File: config.mk
export PLATFORM = sky130hd
export DESIGN_NAME = pdm_cic_decimator
export DESIGN_NICKNAME = d
export VERILOG_FILES = /design/src/rtl/audio_pkg.sv /design/src/rtl/pdm_clk_gen.sv /design/src/rtl/pdm_cic_decimator.sv
export SDC_FILE = /design/constraint.sdc
export NUM_CORES = 1
export LEC_CHECK = 0
export CORE_UTILIZATION = 43
export CTS_BUF_LIST = sky130_fd_sc_hd__clkbuf_4 sky130_fd_sc_hd__clkbuf_8
export CTS_CLUSTER_SIZE = 14
export DETAILED_ROUTE_END_ITERATION = 8
export GPL_ROUTABILITY_DRIVEN = 0
export GPL_TIMING_DRIVEN = 1
export PLACE_DENSITY_LB_ADDON = 0.3
export SYNTH_ARGS = -nofsm -noshare
export SYNTH_HDL_FRONTEND = slang
export SYNTH_SLANG_ARGS = --single-unit
File: constraint.sdc
create_clock -name clk -period 8.2 [get_ports clk]
set_clock_uncertainty 0.1 [all_clocks]
set_input_delay 1.23 -clock clk [delete_from_list [all_inputs] [get_ports clk]]
set_output_delay 1.23 -clock clk [all_outputs]
set_load 0.01 [all_outputs]
File: src/rtl/audio_pkg.sv
// rtl/audio_pkg.sv - shared audio types, limits and default filter geometry
package audio_pkg;

  typedef logic signed [15:0] pcm_t;

  localparam pcm_t PCM_MAX = 16'sh7fff;
  localparam pcm_t PCM_MIN = 16'sh8000;

  localparam int DEFAULT_R       = 64;
  localparam int DEFAULT_N       = 4;
  localparam int DEFAULT_CLK_DIV = 12;

  // Clamp a 17-bit scaled filter value into the Q15 range; an overflow shows
  // up as disagreeing top two bits, and the sign bit picks the rail.
  function automatic pcm_t sat_pcm(input logic signed [16:0] v);
    if (v[16] != v[15]) begin
      return v[16] ? PCM_MIN : PCM_MAX;
    end
    return v[15:0];
  endfunction

endpackage

File: src/rtl/pdm_clk_gen.sv
// rtl/pdm_clk_gen.sv - PDM mic clock divider, data synchroniser and bit strobe
module pdm_clk_gen
  import audio_pkg::*;
#(
  parameter int CLK_DIV = DEFAULT_CLK_DIV
) (
  input  logic clk,
  input  logic reset_n,
  input  logic enable,
  input  logic pdm_data,
  output logic pdm_clk,
  output logic bit_en,
  output logic bit_data
);

  localparam int DIV_W = $clog2(CLK_DIV);
  localparam logic [DIV_W-1:0] DIV_LAST = DIV_W'(CLK_DIV - 1);

  logic [DIV_W-1:0] div_cnt;
  logic [1:0]       sync;

  // Half-period divider; disabling parks the mic clock low so a restart
  // always begins with a full low phase.
  always_ff @(posedge clk or negedge reset_n) begin
    if (!reset_n) begin
      div_cnt <= '0;
      pdm_clk <= 1'b0;
    end else if (!enable) begin
      div_cnt <= '0;
      pdm_clk <= 1'b0;
    end else if (div_cnt == DIV_LAST) begin
      div_cnt <= '0;
      pdm_clk <= ~pdm_clk;
    end else begin
      div_cnt <= div_cnt + 1'b1;
    end
  end

  // Two-flop synchroniser for the asynchronous mic data line.
  always_ff @(posedge clk or negedge reset_n) begin
    if (!reset_n) begin
      sync <= 2'b00;
    end else begin
      sync <= {sync[0], pdm_data};
    end
  end

  // Take the bit at the very end of the high phase, when the mic output has
  // had the longest time to settle through the synchroniser.
  assign bit_en   = enable && pdm_clk && (div_cnt == DIV_LAST);
  assign bit_data = sync[1];

endmodule

File: src/rtl/pdm_cic_decimator.sv
// rtl/pdm_cic_decimator.sv - PDM front end with N-stage CIC decimation to Q15 PCM
module pdm_cic_decimator
  import audio_pkg::*;
#(
  parameter int CLK_DIV = DEFAULT_CLK_DIV,
  parameter int R       = DEFAULT_R,
  parameter int N       = DEFAULT_N,
  parameter int ACC_W   = 2 + N * $clog2(R)
) (
  input  logic clk,
  input  logic reset_n,
  input  logic enable,
  input  logic pdm_data,
  output logic pdm_clk,
  output pcm_t sample_out,
  output logic sample_valid
);

  localparam int DEC_W  = $clog2(R);
  localparam int SHIFT  = ACC_W - 17;
  localparam int WARM_W = $clog2(N + 1);

  typedef logic signed [ACC_W-1:0] acc_t;

  logic              bit_en;
  logic              bit_data;
  logic [DEC_W-1:0]  dec_cnt;
  logic              dec_event;
  logic [N-1:0]      stage_vld;
  logic [WARM_W-1:0] warm_cnt;
  acc_t              bit_val;
  acc_t              comb_out;
  logic signed [16:0] scaled;
  logic              unused_lsbs;

  pdm_clk_gen #(
    .CLK_DIV (CLK_DIV)
  ) u_clk_gen (
    .clk      (clk),
    .reset_n  (reset_n),
    .enable   (enable),
    .pdm_data (pdm_data),
    .pdm_clk  (pdm_clk),
    .bit_en   (bit_en),
    .bit_data (bit_data)
  );

  assign bit_val   = bit_data ? acc_t'(1) : acc_t'(-1);
  assign dec_event = bit_en && (&dec_cnt);

  // Decimation phase counter; R is a power of two so it wraps on its own.
  always_ff @(posedge clk or negedge reset_n) begin
    if (!reset_n) begin
      dec_cnt <= '0;
    end else if (!enable) begin
      dec_cnt <= '0;
    end else if (bit_en) begin
      dec_cnt <= dec_cnt + 1'b1;
    end
  end

  // Integrator cascade: each stage adds the freshly updated value of the one
  // before it, so all stages settle within the bit_en cycle. Wrap is relied on.
  for (genvar k = 0; k < N; k++) begin : g_int
    acc_t acc_q;
    acc_t sum;
    if (k == 0) begin : g_first
      assign sum = acc_q + bit_val;
    end else begin : g_rest
      assign sum = acc_q + g_int[k-1].sum;
    end

    // Integrator state, advanced once per PDM bit.
    always_ff @(posedge clk or negedge reset_n) begin
      if (!reset_n) begin
        acc_q <= '0;
      end else if (!enable) begin
        acc_q <= '0;
      end else if (bit_en) begin
        acc_q <= sum;
      end
    end
  end

  // Comb pipeline; stage 0 consumes the integrator result on the decimation
  // cycle, each later stage moves one cycle behind its predecessor.
  for (genvar k = 0; k < N; k++) begin : g_comb
    acc_t c_q;
    acc_t d_q;
    acc_t cin;
    logic adv;
    if (k == 0) begin : g_first
      assign cin = g_int[N-1].sum;
      assign adv = dec_event;
    end else begin : g_rest
      assign cin = g_comb[k-1].c_q;
      assign adv = stage_vld[k-1];
    end

    // Differentiator with its own one-sample delay.
    always_ff @(posedge clk or negedge reset_n) begin
      if (!reset_n) begin
        c_q <= '0;
        d_q <= '0;
      end else if (!enable) begin
        c_q <= '0;
        d_q <= '0;
      end else if (adv) begin
        c_q <= cin - d_q;
        d_q <= cin;
      end
    end
  end

  // Valid tokens that walk alongside the comb stages.
  always_ff @(posedge clk or negedge reset_n) begin
    if (!reset_n) begin
      stage_vld <= '0;
    end else if (!enable) begin
      stage_vld <= '0;
    end else begin
      stage_vld <= {stage_vld[N-2:0], dec_event};
    end
  end

  assign comb_out    = g_comb[N-1].c_q;
  assign scaled      = comb_out[ACC_W-1:SHIFT];
  assign unused_lsbs = ^comb_out[SHIFT-1:0];

  // Output register; the first N results only prime the comb delays, so
  // they update sample_out but never raise the strobe.
  always_ff @(posedge clk or negedge reset_n) begin
    if (!reset_n) begin
      sample_out   <= '0;
      sample_valid <= 1'b0;
      warm_cnt     <= '0;
    end else if (!enable) begin
      sample_valid <= 1'b0;
      warm_cnt     <= '0;
    end else begin
      sample_valid <= 1'b0;
      if (stage_vld[N-1]) begin
        sample_out <= sat_pcm(scaled);
        if (warm_cnt == WARM_W'(N)) begin
          sample_valid <= 1'b1;
        end else begin
          warm_cnt <= warm_cnt + 1'b1;
        end
      end
    end
  end

endmodule

==> results.md, run 1 <==
* Status: finished, violations left
* Failing checks: DRC, setup timing
* CTS clk-pin slew, worst paths at 0.06 ns
* RR Startpoint: u_clk_gen.sync[1]$_DFF_PN0_
* Flops & latches, synth at 340
* Largest area contributor in the netlist: dfrtp_1
* Total track usage at 0.1781
* Starting density of the core at 0.4345
* Antenna diodes at 0
* WL met2 at 23.09 mm
* Mux contribution to synthesized area at 0.05730
* Worst IR Drop VDD at 106.8 uV
* Wirelength per Cell at 13.82 um
* Hold Path Sink: u_clk_gen.div_cnt[0]$_DFF_PN0_
* Sequential share of the synthesized area at 0.3817
* Power Density at 141.0 nW/um^2
* First-pass GRT wire length at 80.66 mm
* Ys flop type: dfrtp_1
* Die height at 229.7 um
* Simple-gate share of the synthesized area at 0.1496
* RR Endpoint: g_comb[0].c_q[25]$_DFFE_PN0P_
* Least-Margin Pin Slew at 1.142 ns
* EDFF count, synth at 0
* Final Cycle Share at 1.001
* Crit path time final at 8.211 ns
* Power Total at 3675 uW
* Syn Nets at 2,736
* Startpoint types: flip-flop
* Clk sinks at 340
* Area growth syn-to-layout at 16.89%
* Critical path's largest stage delay at 0.38 ns
* Setup Crit Path Kind: flip-flop to flip-flop
* Boundary Pins at 22
* Main combinational cell family by area after synthesis: compound AO/OA/AOI/OAI gates
* Fmax at 121.8 MHz
* Worst EP required at 8.64 ns
* Max_slew headroom at 0.2378
* Share of cells above drive strength 1 at 0.1391
* Dpl hpwl at 31.82 mm
* Fin. Hold Viols at 0
* Hold Crit Class: flip-flop to flip-flop
* First-pass DRT Iterations at 7
* Vias in the first global route at 17,730
* Synth Area in XOR/XNOR at 0.06752
* Worst hold stages at 1
* Hold_ws at 0.3844 ns
* CP most frequent cell: a21oi_2
* Average cell area after synthesis at 8.871 um^2
* Post-synthesis cell area at 22,290 um^2
* Bufs and invs on worst path at 6
* Via count at 17,840
* CP Capture Type: flip-flop
* Iter 0 DRT Violations at 819
* CP top delay family: compound AO/OA/AOI/OAI gates
* CTS buffer count at 60
* Largest net degree at the start of global routing at 177
* Final WL at 46.95 mm
* Initial antenna violation count at 0
* Max-Cap Viols at 0
* Most common cell in the netlist: dfrtp_1
* Fin. max-slew vios at 0
* Clock tree from TritonCTS: yes
* Post-synth ARST share at 1.000
* Fin util at 0.5080
* Worst hold path startpoint: u_clk_gen.div_cnt[0]$_DFF_PN0_
* Met1 Wirelength at 21.11 mm
* Top layer used by detailed routing: met4
* Area of the core at 51,300 um^2
* Latest clock arrival within the worst-skew pair at 0.68 ns
* Metal3 WL at 1.349 mm
* Unrepaired setup endpoints after global routing: yes
* Setup ws final at -0.01106 ns
* Drt via density at 5.250
* Area contributors post-synth: dfrtp_1, ha_1, a21oi_1, mux2i_1, nor2_1
* Synth Area in Compound Gates at 0.1738
* Die W at 229.7 um
* Die area at 52,760 um^2
* Overflow after GRT at 0
* Buffers on Ports at 21
* Crit path DAT at 8.65 ns
* Adder-cell area share of the yosys netlist at 0.1253
* Yosys top cell area share at 0.3817
* Static Leakage at 0.01187 uW
* Most common library cells after synthesis: dfrtp_1, nor2_1, nand2_1
* Reg2reg path depth at 44
* Number of distinct library cells after synthesis at 77
* Drt drc at 2
* Setup slack at placement at -0.2310 ns
* Critical path peak fanout at 4
* Slowest-stage cell, CP: dfrtp_1
* H-tree depth at 2
* CTS root buf: clkbuf_8
* Clock buffer depth at 3
* Synth Instances at 2,513
* Routed Antenna Nets at 0
* YS warnings at 0
* Row count at 83
* Flop-to-flop setup slack at -0.01 ns
* Final Setup Violations at 1
* Layout net count at 2,896
## repair_timing
| item | 4_1_cts | 5_1_grt |
|---|---|---|
| setup endpoints to repair | 1 | 6 |
| cloned | 0 | 0 |
| pin swaps | 32 | 53 |
| hold buffers | 0 | 0 |
| resized for setup | 19 | 55 |
| buffers inserted | 15 | 13 |
## state kept, by name, indices dropped and copies added, names as in the netlist
name and count:
u_clk_gen.sync 2, u_clk_gen.pdm_clk 1, dec_cnt 6, g_comb.c_q 78
sample_out 16, g_comb.d_q 104, comb_out 17, sample_valid 1
g_int.acc_q 104, warm_cnt 3, u_clk_gen.div_cnt 4, stage_vld 4
## how the worst max path moves through the flow
stage	start	end	slack, ns	cells past startpoint
floorplan	u_clk_gen.sync[1]$_DFF_PN0_	g_comb[0].c_q[25]$_DFFE_PN0P_	0.004	42
global placement	u_clk_gen.sync[1]$_DFF_PN0_	g_comb[0].c_q[25]$_DFFE_PN0P_	-0.06	42
detailed placement	u_clk_gen.sync[1]$_DFF_PN0_	g_comb[0].c_q[25]$_DFFE_PN0P_	-0.23	43
CTS	u_clk_gen.sync[1]$_DFF_PN0_	g_comb[0].c_q[25]$_DFFE_PN0P_	0.009	43
global route	u_clk_gen.sync[1]$_DFF_PN0_	g_comb[0].c_q[25]$_DFFE_PN0P_	-0.43	45
finish	u_clk_gen.sync[1]$_DFF_PN0_	g_comb[0].c_q[25]$_DFFE_PN0P_	-0.01	44
## report_power, final
group | total, uW | internal, uW | switching (uW)
Combinational | 283 | 110 | 174
Clock | 1710 | 982 | 728
Sequential | 1680 | 1680 | 1.73
Total | 3680 | 2770 | 903
## area by class of cell
type | count | area [um^2]
multi-input combinational | 1907 | 13180
sequential | 340 | 8512
clock buffer | 98 | 1236
inverter | 171 | 653.1
tap | 680 | 850.8
clock inverter | 9 | 95.09
fill | 4713 | 25240
timing repair buffer | 193 | 1529
## logic make-up (layout without fill, tap and decap cells)
logic type	Yosys count	after routing
adder cells (fa/ha/maj)	219	219
flip-flops	340	340
XOR/XNOR	171	171
buffers and inverters	266	471
AND/OR/NAND/NOR	771	771
multiplexers	127	127
AO/OA/AOI/OAI	619	619
## metal layers
metal	vias to the layer above	global-route usage
met1	8474	0.2154
met5	-	0
met3	107	0.02431
met2	224	0.3186
li1	9033	-
met4	0	0.07016
## through the flow
step | area [um^2] | setup TNS (ns) | cells
after detailed placement | 24170 | -0.2310 | 3266
after global placement | 24170 | -0.05948 | 3266
final | 26060 | -0.01106 | 3398
after CTS | 25720 | 0 | 3388
after global routing | 26060 | -0.6292 | 3398
after floorplan | 22330 | 0 | 2513
## cell usage in the layout (no fill, tap or decap), types with 13 or more instances in the layout
master / count
clkbuf_8: 80
a21oi_2: 16
inv_1: 168
xor2_1: 57
o31ai_1: 27
nor3_1: 35
clkdlybuf4s50_1: 19
dfrtp_1: 337
nand4_1: 13
clkbuf_4: 18
a21o_1: 63
nor2b_1: 19
o21ai_0: 96
ha_1: 204
a211oi_1: 20
xnor2_1: 103
nand2b_1: 20
o21a_1: 22
o21bai_1: 24
and2_1: 13
nand3_1: 59
a21oi_1: 236
buf_4: 167
nand2_1: 264
nor2_1: 294
mux2i_1: 122
## worst register-to-register path, delay by kind of cell, from the launching register on
family | cells | cell delay [ns]
adder cells (fa/ha/maj) | 5 | 1.38
buffers and inverters | 6 | 0.86
XOR/XNOR | 6 | 0.93
flip-flops | 1 | 0.38
AO/OA/AOI/OAI | 22 | 4.03
AND/OR/NAND/NOR | 5 | 0.42
No activity file was read; power rests on OpenSTA's default activity.
==> inputs of run 2 (changes only) <==
Settings changed: SLEW_MARGIN set to 25.
==> run 2 against run 1 <==
  * The run still ends with DRC, setup timing left
  * Sequential share of layout area is essentially flat
  * Total power is the same
  * Register-to-register slack is essentially flat
  * Global-route usage is the same
  * Setup slack is essentially flat
  * Via count is essentially flat
  * Die area is the same
  * Utilization grew 0.056 points
  * Largest cell class unchanged
  * Largest power group unchanged
==> results.md, run 2 (synthesis results as in run 1) <==
* Layout net count at 2,897 (+0.035%)
* Startpoint types: flip-flop
* Failing checks: DRC, setup timing
* Fmax at 121.8 MHz (about the same)
* Final instance area at 26,090 um^2 (+0.11%)
* Area growth syn-to-layout at 17.02%
* Antenna diodes at 0 (unchanged)
* First-pass GRT wire length at 80.66 mm (unchanged)
* Post-DP Area at 24,170 um^2 (unchanged)
* Setup ws final at -0.01146 ns (-0.0004032 ns)
* Net Sw Frac at 0.2453 (-0.0003785)
* First-pass DRT Iterations at 7 (unchanged)
* Die W at 229.7 um (unchanged)
* Fin. max-slew vios at 0 (unchanged)
* CP most frequent cell: a21oi_2
* Regs by FF count: g_comb.d_q: 104 flops, g_int.acc_q: 104 flops, g_comb.c_q: 78 flops
* Commonest non-fill, non-tap cells in the layout: dfrtp_1, nor2_1, nand2_1
* Max_slew headroom at 0.3663 (+0.1285)
* Total track usage at 0.1781 (unchanged)
* CTS root buf: clkbuf_8
* Die area at 52,760 um^2 (unchanged)
* Final Setup Violations at 1 (unchanged)
* Setup Crit Path Kind: flip-flop to flip-flop
* Fin util at 0.5085 (+0.0005610)
* Wirelength per Cell at 13.81 um (about the same)
* Latest clock arrival within the worst-skew pair at 0.67 ns (about the same)
* Drt via density at 5.248 (about the same)
* CP Capture Type: flip-flop
* Buffers on Ports at 21 (unchanged)
* CTS buffer count at 60 (unchanged)
* P_sw at 901.6 uW (-0.15%)
* Fin. Hold Viols at 0 (unchanged)
* Worst EP required at 8.63 ns (about the same)
* Final WL at 46.95 mm (about the same)
* Row count at 83 (unchanged)
* Clk sinks at 340 (unchanged)
* Overflow after GRT at 0 (unchanged)
* Die height at 229.7 um (unchanged)
* Final Cycle Share at 1.001 (about the same)
* Unrepaired setup endpoints after global routing: yes
* Static Leakage at 0.01188 uW (about the same)
* Power Density at 140.9 nW/um^2 (-0.11%)
* Starting density of the core at 0.4345 (unchanged)
* Flop-to-flop setup slack at -0.01 ns (about the same)
* Initial antenna violation count at 0 (unchanged)
* Drt drc at 2 (unchanged)
* Dpl hpwl at 31.82 mm (unchanged)
* Boundary Pins at 22 (unchanged)
* Via count at 17,840 (-0.0056%)
* Critical path peak fanout at 4 (unchanged)
* Crit path DAT at 8.65 ns (about the same)
* Worst IR Drop VDD at 106.4 uV (-0.32%)
* CTS clk-pin slew, worst paths at 0.06 ns (about the same)
* Clock tree from TritonCTS: yes
* Least-Margin Pin Slew at 0.9471 ns (-0.1949 ns)
* Vias in the first global route at 17,730 (unchanged)
* Cell internal pwr at 2773 uW (about the same)
* Largest net degree at the start of global routing at 177 (unchanged)
* Critical path's largest stage delay at 0.38 ns (about the same)
* Share of cells above drive strength 1 at 0.1401 (+0.001052)
* Combinational share of power at 0.078 (about the same)
* Iter 0 DRT Violations at 816 (-0.37%)
* Hold_ws at 0.3838 ns (-0.0005600 ns)
* Hold Crit Class: flip-flop to flip-flop
* Crit path time final at 8.211 ns (+0.0004032 ns)
* Post-route setup TNS at -0.01146 ns (-0.0004032 ns)
* Most common cell after layout, fill and taps aside: dfrtp_1
* Area of the core at 51,300 um^2 (unchanged)
* Routed Antenna Nets at 0 (unchanged)
* Register share of total power at 0.458 (about the same)
* H-tree depth at 2 (unchanged)
* Max-Cap Viols at 0 (unchanged)
* Slowest-stage cell, CP: dfrtp_1
* CTS Hold Bufs at 0 (unchanged)
* Clock buffer depth at 3 (unchanged)
* Fillers at 4,711 (-0.042%)
* Clk pwr share at 0.465 (about the same)
* Status: finished, violations left
==> run 2: routing by layer <==
metal / GRT usage / vias up / part of all wire / routed length (um)
met4: 0.07016 / 0 / 0.030 / 1402
met2: 0.3186 / 228 / 0.49 / 23080
met5: 0 / - / 0 / 0
met1: 0.2154 / 8456 / 0.45 / 21100
li1: - / 9046 / - / -
met3: 0.02431 / 107 / 0.029 / 1376
==> run 2: power by group through the flow <==
stage,combinational [uW],clock (uW),sequential [uW]
after detailed placement,266,0,1710
after floorplan,156,0,1710
final,285,1710,1680
after global placement,260,0,1710
after CTS,273,1770,1680
after global routing,319,1840,1680
==> run 2: final cells by class <==
type                    count  area, um^2  share of cell area
multi-input cells        1907       13180              0.5054
flip-flops and latches    340        8512              0.3263
repair buffers            194        1556             0.05966
clock buffers              98        1236             0.04739
well taps                 680       850.8             0.03261
inverters                 171       653.1             0.02504
clock inverters             9       95.09            0.003645
==> run 2: path summary, 6_finish.rpt <==
path | end | cells after the start | startpoint
setup / recovery | g_comb[0].c_q[25]$_DFFE_PN0P_ | 44 | u_clk_gen.sync[1]$_DFF_PN0_
hold / removal | u_clk_gen.div_cnt[0]$_DFF_PN0_ | 1 | u_clk_gen.div_cnt[0]$_DFF_PN0_
setup reg to reg | g_comb[0].c_q[25]$_DFFE_PN0P_ | 44 | u_clk_gen.sync[1]$_DFF_PN0_
hold reg to reg | u_clk_gen.div_cnt[0]$_DFF_PN0_ | 1 | u_clk_gen.div_cnt[0]$_DFF_PN0_
max in group asynchronous | stage_vld[1]$_DFF_PN0_ | 2 | reset_n
min in group asynchronous | g_comb[3].d_q[1]$_DFFE_PN0P_ | 1 | reset_n
==> run 2: worst max-delay path: cells and delay by family, from the launching register on <==
family | cells | cell delay (ns)
XOR/XNOR | 6 | 0.93
buffers and inverters | 6 | 0.85
AND/OR/NAND/NOR | 5 | 0.42
adder cells (fa/ha/maj) | 5 | 1.38
AO/OA/AOI/OAI | 22 | 4.03
flip-flops | 1 | 0.38
==> run 2: metrics by stage <==
step,power (uW),cells,worst slack (ns)
after floorplan,1868,2513,0.003636
after global placement,1971,3266,-0.05948
after detailed placement,1978,3266,-0.2313
after CTS,3722,3388,0.009206
after global routing,3836,3399,-0.4323
final,3675,3399,-0.01146
==> run 2: timing repair <==
action,in CTS,in global routing
pin swaps,32,53
resized for setup,19,55
hold endpoints to repair,0,0
setup endpoints to repair,1,6
setup buffers,15,13
==> inputs of run 3 (changes only) <==
Settings changed: CTS_CLUSTER_SIZE 14 to not set.
==> results of run 3 <==
No change in the layout: final DEF, timing and power equal those of run 2.
==> RTL edit, RTL diff (flow settings as in run 2) <==
Put one more register stage on the output `sample_out`, without a reset. The value now appears one clock later. The other outputs are not delayed to match.
--- a/src/rtl/pdm_cic_decimator.sv
+++ b/src/rtl/pdm_cic_decimator.sv
@@ -23,2 +23,4 @@
   typedef logic signed [ACC_W-1:0] acc_t;
+
+  pcm_t sample_s0;
 
@@ -133,3 +135,3 @@
     if (!reset_n) begin
-      sample_out   <= '0;
+      sample_s0    <= '0;
       sample_valid <= 1'b0;
@@ -142,3 +144,3 @@
       if (stage_vld[N-1]) begin
-        sample_out <= sat_pcm(scaled);
+        sample_s0 <= sat_pcm(scaled);
         if (warm_cnt == WARM_W'(N)) begin
@@ -152,2 +154,6 @@
 
+  always_ff @(posedge clk) begin
+    sample_out <= sample_s0;
+  end
+
 endmodule
Formal check against the unedited RTL: no difference found for any inputs over 10 cycles, from zero or initial values and one cycle with reset_n low; that may be too few to reach the edited logic, so the function may still have changed.
==> RTL edit against run 2 <==
- the flow finishes with violations (design-rule violations)
- critical endpoint is now g_comb[0].c_q[24]
- synthesized area rose by 3.6%
- critical path depth did not move
- cell area rose by 7.3%
- worst setup slack improved by 65 ps
- combinational power rose by 21%
- clock power rose by 4%
- sequential cell count rose by 16
- die area rose by 3.6%
- via count rose by 6.8%
- final cell count rose by 4.8%
- power rose by 5.9%
- hold slack got worse by 110 ps
- routed wire length rose by 13%
==> RTL edit: results (changes against run 2) <==
* Status: finished, violations left
* Failing checks: design-rule violations
* Setup crit end: g_comb[0].c_q[24]
* Worst-Skew Late Latency at 650 ps (-20 ps)
* Yosys cell types at 74 (-3.9%)
* Final critical-path required period at 8147 ps (-64.58 ps)
* Metal3 WL at 1.501 mm (+9.1%)
* Largest net degree at the start of global routing at 125 (-29%)
* Syn avg cell area at 8.940 sq um (+0.78%)
* Hold Path Depth at 0 (-1)
* Post-synth ARST share at 95.51% (-4.5 points)
* Slew Limit Headroom at 31.86% (-4.8 points)
* CP arrival at 8590 ps (-60 ps)
* Leakage Power at 12.80 nW (+7.7%)
* Sequential-to-total area share from yosys stat at 38.23% (+0.066 points)
* Share of cells above drive strength 1 at 18.73% (+4.7 points)
* Mux cell area share after synthesis at 5.462% (-0.27 points)
* Dpl hpwl at 35.98 mm (+13%)
* Routing usage on met1 at 22.78% (+1.2 points)
* Syn_nets at 2806 (+2.6%)
* DRC viols at 12 (+10)
* Global-route wire length before repair at 89.36 mm (+11%)
* Setup WS pre-CTS at -344.0 ps (-112.7 ps)
* Min-delay src: sample_s0[15]
* Nets@finish at 3051 (+5.3%)
* Post-Place Cell Area at 0.02539 sq mm (+5.0%)
* Critical-path maximum fanout at 5 (+1)
* Switching Share at 25.31% (+0.78 points)
* Vias in the first global route at 19500 (+9.9%)
* Clock power frac at 45.5% (-1.0 points)
* Area contributors post-synth: dfrtp_1 37%, ha_1 11%, mux2i_1 5.5%, a21oi_1 5.4%, nor2_1 4.5%
* Adder-Cell Fraction of Synth Area at 12.09% (-0.43 points)
* P_comb at 0.346 mW (+21%)
## RTL edit: stage by stage
stage | setup TNS (ps) | hold WS, ps | power [mW]
final | 0 | 270.1 | 3.891
after global routing | -881.9 | 274.4 | 4.066
after CTS | 0 | 271.9 | 3.919
after detailed placement | -645.5 | 254.1 | 2.112
after global placement | -150.5 | 254.6 | 2.106
after floorplan | -139.2 | 231.2 | 1.974
## RTL edit: cell type report
class / instances / area (sq um)
clock inverter: 12 / 92.59
fill: 4743 / 24780
timing repair buffer: 274 / 2176
tap: 688 / 860.8
inverter: 166 / 634.4
multi-input combinational: 1962 / 14110
clock buffer: 103 / 1274
sequential: 356 / 8832
## RTL edit: repair_timing
item,in CTS,in global routing
hold buffers,0,0
resized for setup,26,143
pin swaps,30,111
setup buffers,18,33
endpoints found under the setup margin,4,12
## RTL edit: worst reg2reg max path, delay by kind of cell, from the launching register on
kind            cells  cell delay, ps
compound gates     15            2790
flops               1             400
simple gates       10            1250
fa+ha+maj           5            1460
xor+xnor            3             590
buf+inv            11            1490
